==> config.mk <==
export PLATFORM = sky130hd
export DESIGN_NAME = dram_port_arbiter
export DESIGN_NICKNAME = d
export VERILOG_FILES = /design/src/rtl/dram_port_arbiter.sv
export SDC_FILE = /design/constraint.sdc
export NUM_CORES = 1
export LEC_CHECK = 0
export ABC_AREA = 1
export ABC_CLOCK_PERIOD_IN_PS = 32000
export BUFFER_PORTS_ARGS = -buffer_cell sky130_fd_sc_hd__buf_2
export CAP_MARGIN = 20
export CELL_PAD_IN_SITES_DETAIL_PLACEMENT = 1
export CELL_PAD_IN_SITES_GLOBAL_PLACEMENT = 1
export CORE_AREA = 4 4 302 304
export DETAILED_ROUTE_END_ITERATION = 16
export DIE_AREA = 0 0 306 308
export PLACE_DENSITY_LB_ADDON = 0.1
export SETUP_SLACK_MARGIN = 0.05
export SLEW_MARGIN = 20
export SYNTH_ARGS = -nofsm -noshare
export SYNTH_HDL_FRONTEND = slang
export SYNTH_SLANG_ARGS = --single-unit
==> constraint.sdc <==
create_clock -name clock -period 32 [get_ports clock]
set_clock_uncertainty 0.2 [all_clocks]
set_input_delay 3.2 -clock clock [delete_from_list [all_inputs] [get_ports clock]]
set_output_delay 3.2 -clock clock [all_outputs]
set_load 0.02 [all_outputs]
==> src/rtl/dram_port_arbiter.sv <==
// -----------------------------------------------------------------------------
// dram_port_arbiter
//
// Round-robin front end that merges up to NUM_PORTS read/write requesters onto
// the single DRAM user command channel. Reads that are issued are remembered in
// an ID FIFO (port index per outstanding read). Each returning read beat is
// routed back to the port at the FIFO head.
//
// Optional feature macro: DRAM_ARB_ERR_EN
//   When defined, adds the sticky o_err output. It flags two conditions:
//   a read beat that arrives with no read outstanding, and a port that keeps
//   requesting in the cycle after its grant with a different address.
//
// Ports
//   clock, reset           DRAM user clock; asynchronous active-high reset
//   i_ren/i_wen[p]         per-port read/write request, held until granted
//   i_addr/i_wdata/i_wmask packed per-port payload (port p at slice p)
//   o_grant[p]             one-hot pulse: port p's request is taken this cycle
//   o_rdata, o_rvalid[p]   registered read return; o_rvalid selects the owner
//   o_dram_*               registered command register towards the DRAM
//   i_dram_busy            DRAM refuses the command currently presented
//   i_dram_rdata(_valid)   read beats from the DRAM, in issue order
//   o_err                  sticky protocol error (DRAM_ARB_ERR_EN only)
// -----------------------------------------------------------------------------
module dram_port_arbiter #(
  parameter int NUM_PORTS  = 2,
  parameter int ADDR_WIDTH = 27,
  parameter int DATA_WIDTH = 128,
  parameter int MASK_WIDTH = 16,
  parameter int RD_DEPTH   = 4
) (
  input  logic                             clock,
  input  logic                             reset,
  input  logic [NUM_PORTS-1:0]             i_ren,
  input  logic [NUM_PORTS-1:0]             i_wen,
  input  logic [NUM_PORTS*ADDR_WIDTH-1:0]  i_addr,
  input  logic [NUM_PORTS*DATA_WIDTH-1:0]  i_wdata,
  input  logic [NUM_PORTS*MASK_WIDTH-1:0]  i_wmask,
  output logic [NUM_PORTS-1:0]             o_grant,
  output logic [DATA_WIDTH-1:0]            o_rdata,
  output logic [NUM_PORTS-1:0]             o_rvalid,
  output logic                             o_dram_ren,
  output logic                             o_dram_wen,
  output logic [ADDR_WIDTH-1:0]            o_dram_addr,
  output logic [DATA_WIDTH-1:0]            o_dram_wdata,
  output logic [MASK_WIDTH-1:0]            o_dram_wmask,
  input  logic                             i_dram_busy,
  input  logic [DATA_WIDTH-1:0]            i_dram_rdata,
  input  logic                             i_dram_rdata_valid
`ifdef DRAM_ARB_ERR_EN
  ,
  output logic                             o_err
`endif
);

  localparam int PTR_W  = $clog2(RD_DEPTH);
  localparam int CNT_W  = PTR_W + 1;
  localparam int PORT_W = (NUM_PORTS > 1) ? $clog2(NUM_PORTS) : 1;

  // ---------------------------------------------------------------------------
  // Per-port views of the packed payload buses
  // ---------------------------------------------------------------------------
  logic [ADDR_WIDTH-1:0] addr_a  [NUM_PORTS];
  logic [DATA_WIDTH-1:0] wdata_a [NUM_PORTS];
  logic [MASK_WIDTH-1:0] wmask_a [NUM_PORTS];

  for (genvar gi = 0; gi < NUM_PORTS; gi++) begin : g_unpack
    assign addr_a[gi]  = i_addr[gi*ADDR_WIDTH +: ADDR_WIDTH];
    assign wdata_a[gi] = i_wdata[gi*DATA_WIDTH +: DATA_WIDTH];
    assign wmask_a[gi] = i_wmask[gi*MASK_WIDTH +: MASK_WIDTH];
  end

  // ---------------------------------------------------------------------------
  // State
  // ---------------------------------------------------------------------------
  logic                  cr_ren_q,   cr_ren_d;
  logic                  cr_wen_q,   cr_wen_d;
  logic [ADDR_WIDTH-1:0] cr_addr_q,  cr_addr_d;
  logic [DATA_WIDTH-1:0] cr_wdata_q, cr_wdata_d;
  logic [MASK_WIDTH-1:0] cr_wmask_q, cr_wmask_d;
  logic [PORT_W-1:0]     rr_q,       rr_d;
  logic [PTR_W-1:0]      wr_ptr_q,   wr_ptr_d;
  logic [PTR_W-1:0]      rd_ptr_q,   rd_ptr_d;
  logic [CNT_W-1:0]      count_q,    count_d;
  logic [DATA_WIDTH-1:0] rdata_q,    rdata_d;
  logic [NUM_PORTS-1:0]  rvalid_q,   rvalid_d;

  // ID FIFO storage: port index of each outstanding read, oldest at rd_ptr_q
  logic [PORT_W-1:0]     id_mem [RD_DEPTH];
  logic [PORT_W-1:0]     head_id;

  // ---------------------------------------------------------------------------
  // Command register handshake and eligibility
  // ---------------------------------------------------------------------------
  logic                 cr_full;
  logic                 accept;
  logic                 load_en;
  logic                 slot_free;
  logic [NUM_PORTS-1:0] elig;

  assign cr_full   = cr_ren_q | cr_wen_q;
  assign accept    = cr_full & ~i_dram_busy;
  assign load_en   = ~cr_full | accept;
  // count_q already includes a read sitting in the command register
  assign slot_free = (count_q < CNT_W'(RD_DEPTH));
  assign elig      = i_wen | (i_ren & {NUM_PORTS{slot_free}});

  // ---------------------------------------------------------------------------
  // Round-robin pick: first eligible port at or above rr_q, else wrap to the
  // lowest eligible port below rr_q.
  // ---------------------------------------------------------------------------
  logic                 sel_found;
  logic [NUM_PORTS-1:0] sel_onehot;
  logic [PORT_W-1:0]    sel_idx;

  always_comb begin
    sel_found  = 1'b0;
    sel_onehot = '0;
    sel_idx    = '0;
    for (int p = 0; p < NUM_PORTS; p++) begin
      if (!sel_found && elig[p] && (PORT_W'(p) >= rr_q)) begin
        sel_found     = 1'b1;
        sel_onehot[p] = 1'b1;
        sel_idx       = PORT_W'(p);
      end
    end
    for (int p = 0; p < NUM_PORTS; p++) begin
      if (!sel_found && elig[p] && (PORT_W'(p) < rr_q)) begin
        sel_found     = 1'b1;
        sel_onehot[p] = 1'b1;
        sel_idx       = PORT_W'(p);
      end
    end
  end

  // Payload of the selected port; a port asking for both gets its write taken
  logic                  sel_wr;
  logic [ADDR_WIDTH-1:0] sel_addr;
  logic [DATA_WIDTH-1:0] sel_wdata;
  logic [MASK_WIDTH-1:0] sel_wmask;

  always_comb begin
    sel_wr    = 1'b0;
    sel_addr  = '0;
    sel_wdata = '0;
    sel_wmask = '0;
    for (int p = 0; p < NUM_PORTS; p++) begin
      if (sel_onehot[p]) begin
        sel_wr    = i_wen[p];
        sel_addr  = addr_a[p];
        sel_wdata = wdata_a[p];
        sel_wmask = wmask_a[p];
      end
    end
  end

  // The reset term keeps the combinational grant quiet while reset is held
  logic do_load;
  logic push;
  logic pop;

  assign do_load = load_en & sel_found & ~reset;
  assign push    = do_load & ~sel_wr;
  // A beat with nothing outstanding is discarded rather than popped
  assign pop     = i_dram_rdata_valid & (count_q != '0);
  assign head_id = id_mem[rd_ptr_q];

  assign o_grant = do_load ? sel_onehot : '0;

  // ---------------------------------------------------------------------------
  // Next-state logic
  // ---------------------------------------------------------------------------
  always_comb begin
    cr_ren_d   = cr_ren_q;
    cr_wen_d   = cr_wen_q;
    cr_addr_d  = cr_addr_q;
    cr_wdata_d = cr_wdata_q;
    cr_wmask_d = cr_wmask_q;
    rr_d       = rr_q;
    wr_ptr_d   = wr_ptr_q;
    rd_ptr_d   = rd_ptr_q;
    count_d    = count_q;
    rdata_d    = rdata_q;
    rvalid_d   = '0;

    if (do_load) begin
      cr_ren_d   = ~sel_wr;
      cr_wen_d   = sel_wr;
      cr_addr_d  = sel_addr;
      cr_wdata_d = sel_wdata;
      cr_wmask_d = sel_wmask;
      rr_d       = (sel_idx == PORT_W'(NUM_PORTS - 1)) ? '0 : sel_idx + PORT_W'(1);
    end else if (accept) begin
      cr_ren_d = 1'b0;
      cr_wen_d = 1'b0;
    end

    if (push) wr_ptr_d = wr_ptr_q + PTR_W'(1);
    if (pop)  rd_ptr_d = rd_ptr_q + PTR_W'(1);

    case ({push, pop})
      2'b10:   count_d = count_q + CNT_W'(1);
      2'b01:   count_d = count_q - CNT_W'(1);
      default: count_d = count_q;
    endcase

    if (pop) begin
      rdata_d = i_dram_rdata;
      for (int p = 0; p < NUM_PORTS; p++) begin
        rvalid_d[p] = (head_id == PORT_W'(p));
      end
    end
  end

  // ---------------------------------------------------------------------------
  // Registers
  // ---------------------------------------------------------------------------
  always_ff @(posedge clock or posedge reset) begin
    if (reset) begin
      cr_ren_q   <= 1'b0;
      cr_wen_q   <= 1'b0;
      cr_addr_q  <= '0;
      cr_wdata_q <= '0;
      cr_wmask_q <= '0;
      rr_q       <= '0;
      wr_ptr_q   <= '0;
      rd_ptr_q   <= '0;
      count_q    <= '0;
      rdata_q    <= '0;
      rvalid_q   <= '0;
    end else begin
      cr_ren_q   <= cr_ren_d;
      cr_wen_q   <= cr_wen_d;
      cr_addr_q  <= cr_addr_d;
      cr_wdata_q <= cr_wdata_d;
      cr_wmask_q <= cr_wmask_d;
      rr_q       <= rr_d;
      wr_ptr_q   <= wr_ptr_d;
      rd_ptr_q   <= rd_ptr_d;
      count_q    <= count_d;
      rdata_q    <= rdata_d;
      rvalid_q   <= rvalid_d;
    end
  end

  // FIFO contents need no reset: validity is tracked by the pointers/count
  always_ff @(posedge clock) begin
    if (push) id_mem[wr_ptr_q] <= sel_idx;
  end

  assign o_dram_ren   = cr_ren_q;
  assign o_dram_wen   = cr_wen_q;
  assign o_dram_addr  = cr_addr_q;
  assign o_dram_wdata = cr_wdata_q;
  assign o_dram_wmask = cr_wmask_q;
  assign o_rdata      = rdata_q;
  assign o_rvalid     = rvalid_q;

`ifdef DRAM_ARB_ERR_EN
  // ---------------------------------------------------------------------------
  // Protocol checking. In the cycle after a grant the command register holds
  // the granted address, so a still-requesting port presenting a different
  // address has failed to drop its request.
  // ---------------------------------------------------------------------------
  logic [NUM_PORTS-1:0] grant_q;
  logic                 err_q, err_d;
  logic                 proto_err;

  always_comb begin
    proto_err = 1'b0;
    for (int p = 0; p < NUM_PORTS; p++) begin
      if (grant_q[p] && (i_ren[p] || i_wen[p]) && (addr_a[p] != cr_addr_q)) begin
        proto_err = 1'b1;
      end
    end
    err_d = err_q | proto_err | (i_dram_rdata_valid & (count_q == '0));
  end

  always_ff @(posedge clock or posedge reset) begin
    if (reset) begin
      grant_q <= '0;
      err_q   <= 1'b0;
    end else begin
      grant_q <= o_grant;
      err_q   <= err_d;
    end
  end

  assign o_err = err_q;
`endif

endmodule
# Yosys cells after proc, flatten, opt, wreduce, memory -nomap -nowiden
# Memory sizes are Yosys's and may differ from the RTL's.
# Index checks and enable logic that the tools add are counted.
# W data, S select, Z words.
dict set report totals {
  register_bits 311
  latch_bits 0
  ramBits 4
  romBits 0
  input_bits 478
  elab_cells 77
  memories 1
}
dict set report classes {
  add_sub_neg 5
  n_mul 0
  div 0
  magnitude_cmp 5
  eq_ne 2
  shift 0
  n_mux 26
  bitwise 14
  n_reduce_logical 13
}
# name depth word_bits read_ports rd_ports_with_merged_regs write_ports line_no
set memory_table {}
lappend memory_table {id_mem 4 1 1 0 1 89} ;# logic [PORT_W-1:0] id_mem [RD_DEPTH];
# op n
set ops {}
lappend ops {{$mux W128} 2}
lappend ops {{$mux W27} 2}
lappend ops {{$mux W16} 2}
lappend ops {{$mux W1} 17}
lappend ops {{$logic_and A1 B1 Y1} 7}
lappend ops {{$pmux W3 S2} 1}
lappend ops {{$and A1 B1 Y1} 5}
lappend ops {{$not A1 Y1} 5}
lappend ops {{$add A2 B1 Y2 const B} 2}
lappend ops {{$mux W2} 2}
lappend ops {{$reduce_bool A2 Y1} 2}
lappend ops {{$add A3 B1 Y3 const B} 1}
lappend ops {{$logic_not A1 Y1} 3}
lappend ops {{$lt A3 B3 Y1 const B} 1}
lappend ops {{$reduce_bool A3 Y1} 1}
lappend ops {{$sub A3 B1 Y3 const B} 1}
lappend ops {{$and A2 B2 Y2} 1}
lappend ops {{$eq A2 B1 Y1 const B} 1}
lappend ops {{$eq A2 B2 Y1 const B} 1}
lappend ops {{$ge A1 B1 Y1 const A} 2}
lappend ops {{$lt A1 B1 Y1 const A} 2}
lappend ops {{$or A1 B1 Y1} 2}
lappend ops {{$or A2 B2 Y2} 1}
lappend ops {{$add A1 B1 Y1 const B} 1}

# Depth between registers and ports, before layout
dict set report depth {
  ltp_word 22
  mapped_depth 14
}

# Least setup slack after synthesis
# Ideal clock, no wire load.
dict set report synth_timing {
  path_type {in2out}
  startpoint {input reset}
  endpoint {output o_grant[0]}
  t_arrival_ns 11.552
  slack_ns 17.048
  stages 6
  path_buffers 1
  cell_sequence {inv_1 -> nand3_1 -> nor2_4 -> inv_2 -> buf_2 -> nor2_1}
}
dict set report synth_via {
  elab_chain_cells 3
}
# element line_no
set synth_lines {}
lappend synth_lines {{from (decl)} 33} ;# input logic reset,
lappend synth_lines {{$not A1 Y1} 162} ;# assign do_load = load_en & sel_found & ~reset;
lappend synth_lines {{$and A1 B1 Y1} 162}
lappend synth_lines {{$mux W2} 168} ;# assign o_grant = do_load ? sel_onehot : '0;
lappend synth_lines {{to (decl)} 39} ;# output logic [NUM_PORTS-1:0] o_grant,
# Every way passes these cells.

# Worst setup path in the final report
dict set report layout_timing {
  startpoint {input i_wen[0]}
  endpoint {output o_grant[1]}
}
dict set report layout_via {
  elab_chain_cells 18
  word_cells_on_any_way 20
  classes_between {mux (7); bitwise (3); reduce/logical (10)}
}
# element line_no
set layout_lines {}
lappend layout_lines {{from (decl)} 35} ;# input logic [NUM_PORTS-1:0] i_wen,
lappend layout_lines {{$or A2 B2 Y2 *} 106} ;# assign elig = i_wen | (i_ren & {NUM_PORTS{slot_free}});
lappend layout_lines {{$logic_and A1 B1 Y1} 121} ;# if (!sel_found && elig[p] && (PORT_W'(p) >= rr_q)) begin
lappend layout_lines {{$mux W1} 121}
lappend layout_lines {{$logic_not A1 Y1} 121}
lappend layout_lines {{$logic_and A1 B1 Y1 (2 in series)} 121}
lappend layout_lines {{$mux W1} 121}
lappend layout_lines {{$logic_not A1 Y1} 128} ;# if (!sel_found && elig[p] && (PORT_W'(p) < rr_q)) begin
lappend layout_lines {{$logic_and A1 B1 Y1 (2 in series)} 128}
lappend layout_lines {{$mux W1} 128}
lappend layout_lines {{$logic_not A1 Y1} 128}
lappend layout_lines {{$logic_and A1 B1 Y1 (2 in series)} 128}
lappend layout_lines {{$mux W1} 128}
lappend layout_lines {{$and A1 B1 Y1 (2 in series)} 162}
lappend layout_lines {{$mux W2 *} 168}
# Mark *: on every way between the ends. The rest lies on a longest branch, timed or not.

==> results.md <==
- Internal: between 0.001 and 0.0015 W
- Layout cells sized above 1: a little under two fifths
- Final net count: approximately 2800
- Commonest cells after routing, fill and taps aside: 782 x buf_2, 743 x nand2_1, 347 x nand3_1, 311 x dfrtp_1, 45 x clkbuf_16
- RSZ-0062 raised after global routing: no
- Switch share: between 40% and 50%
- Vias in the first global route: ~15000
- Initial antenna violation count: 36
- Fillers: approximately 11000
- Non-Filler Instances: 3509
- Die H: slightly above 300 µm
- Hold WS: ~270 ps
- Syn_nets: about 2000
- Die width: between 300 and 400 µm
- Clk pwr share: ~24%
- Initial DRC Count: 610
- DR vias: around 14000
- Num Clock Sinks: 315
- Placed cell count: 3420
- Crit start category: primary input
- Worst VDD drop: a little over 50 µV
- Synthesized instance count: between 1500 and 2000
- Peak Freq: ~120 MHz
- Hold buffers post-CTS: 0
- Later-pin clock latency in the skew report: 550 ps
- Minimum clock period: 8576 ps
- Global Route Usage Sum: between 10% and 20%
- Hold Path Class: reg2reg
- Area grow syn2layout: 46.25%
- WL final: about 70000 µm
- CP Class: in2out
- Total gr overflow: 0
- Status: completed
- Final setup viols: 0
- Comb power frac: between 40% and 50%
- 1st-pass router iterations: 4
- Max Slew Vio Count: 0
- Vias per inst: just under 4
- DRC errors left: 0
- Worst-margin pin slew: between 1000 and 1500 ps
- Reg2reg setup slack: 28720 ps
- Die outline area: roughly 94000 µm²
- Post-synthesis sequential area ratio: between 50% and 60%
- Pin count of the biggest net entering global routing: around 180
- P_leak: about 11 nW
- Max-Cap Viols: 0
- # Post-CTS Setup Buffers: 0
- Final core utilization: about 22%
- CTS buffer count: 45
- Post-layout power: between 0.0015 and 0.002 W
- FP Rows: ~110
- Port-buffer cells: between 700 and 800
- CP Data Arrival Time: 5180 ps
- Routed len/inst: slightly above 20 µm
- Synth cell types: 22
- Seq pwr share: between 30% and 40%
- Synth Warn #: 0
- Relative slew slack: between 20% and 30%
- CTS resizes: 0
- Final HPWL DP: ~51000 µm
- Avg Inst Size Synth: around 8.6 µm²
- Worst-case clock buffer depth: 3
- Power per standard cell area: 98.64 nW/µm²
- Final setup TNS: 0 ps
- Clock transition at path regs: roughly 50 ps
- First-pass GRT wire length: around 100000 µm
- CP Capture Type: primary output
- Critical Path RT: between 20000 and 30000 ps
- Core Box Area: 88240 µm²
- Initial core utilization: 15.22%
- Syn Std Cell Area: around 13000 µm²
- ANT nets after route: 0
- Sw Pwr: between 0.0008 and 0.0009 W
- Commonest non-fill, non-tap cell in the layout: buf_2
- H-tree levels: 2
- IO Count: a little under 800
- CTS tree: built
- CTS root buffer: clkbuf_16
- Fin crit share: 26.80%
- GP Congestion: slightly below 0.8
- Worst-path maximum fanout: between 150 and 200
- Hold Vio Cnt, Final: 0
- Post-synthesis register bit count: 315
## routing by layer
layer  GRT usage (%)  vias up  part of all wire, %
li1                -     6499                    -
met2           25.87      484                   51
met3           5.699      110                  8.7
met4           2.911       32                  1.8
met5               0        -                 0.29
met1           16.13     6692                   39
## sequential cells by signal, indices dropped and copies added, names as in the netlist
signal and cells:
o_dram_wdata 128, o_rdata 128, o_dram_addr 27, o_dram_wmask 16, id_mem 4, count_q 3, o_rvalid 2, rd_ptr_q 2
wr_ptr_q 2, o_dram_ren 1, o_dram_wen 1, rr_q 1
## cell usage after synthesis, drive strengths merged
| cell type | n | share of area, % |
|---|---|---|
| a21oi | 4 | 0.15 |
| and2 | 1 | 0.047 |
| buf | 98 | 4.9 |
| clkbuf | 6 | 0.17 |
| dfrtp | 311 | 58 |
| edfxtp | 4 | 0.89 |
| fa | 1 | 0.15 |
| ha | 5 | 0.47 |
| inv | 20 | 0.56 |
| nand2 | 747 | 21 |
| nand3 | 348 | 13 |
| nor2 | 14 | 0.48 |
| o21ai | 3 | 0.11 |
| xnor2 | 1 | 0.065 |
| xor2 | 2 | 0.13 |
## worst max-delay path, cell delays in order
cell,delay (ps)
buf_2,110
inv_1,80
nand2_2,70
nand2_1,110
nand2_4,370
nor2_4,240
buf_12,600
buf_2,300
## per-stage QoR
step / worst slack [ps] / instance area (µm²)
2_1_floorplan: 17050 / 13430
3_3_place_gp: 23300 / 18270
3_5_place_dp: 23330 / 18270
4_1_cts: 23340 / 19590
5_1_grt: 23220 / 19600
6_report: 23420 / 19640
## power by group through the flow
stage               Sequential, W  Clock (W)  Combinational, W
global placement         0.000663          0          0.000833
finish                   0.000660   0.000469          0.000808
detailed placement       0.000665          0          0.000836
floorplan                0.000864          0          0.000278
global route             0.000683   0.000511          0.000890
CTS                      0.000663   0.000497          0.000836
## layout make-up
cell class                 instances  area [µm²]  area share [%]
antenna                           19       47.55          0.2421
clock buffer                      64        1257           6.404
clock inverter                     6       57.56          0.2931
inverter                          20       90.09          0.4588
multi-input combinational       1126        4791           24.40
sequential                       315        7903           40.24
tap                             1165        1458           7.423
timing repair buffer             794        4033           20.54
## logic make-up after synthesis
logic type	count (synthesis)	share of synthesized area (%)
simple gates	1110	34.46
flops	315	58.86
buf+inv	124	5.610
compound gates	7	0.2609
fa+ha+maj	6	0.6150
xor+xnor	3	0.1957
## final timing paths
| kind | start | end | cells after the start |
|---|---|---|---|
| setup / recovery | i_wen[0] | o_grant[1] | 8 |
| hold / removal | o_rdata[8]$_DFFE_PP0P_ | o_rdata[8]$_DFFE_PP0P_ | 2 |
| setup reg to reg | count_q[0]$_DFFE_PP0P_ | count_q[2]$_DFFE_PP0P_ | 10 |
| hold reg to reg | o_rdata[8]$_DFFE_PP0P_ | o_rdata[8]$_DFFE_PP0P_ | 2 |
| max in group asynchronous | reset | o_dram_wdata[74]$_DFFE_PP0P_ | 4 |
| min in group asynchronous | reset | o_rdata[105]$_DFFE_PP0P_ | 2 |
Note: power is estimated with default switching activity, not from simulation.
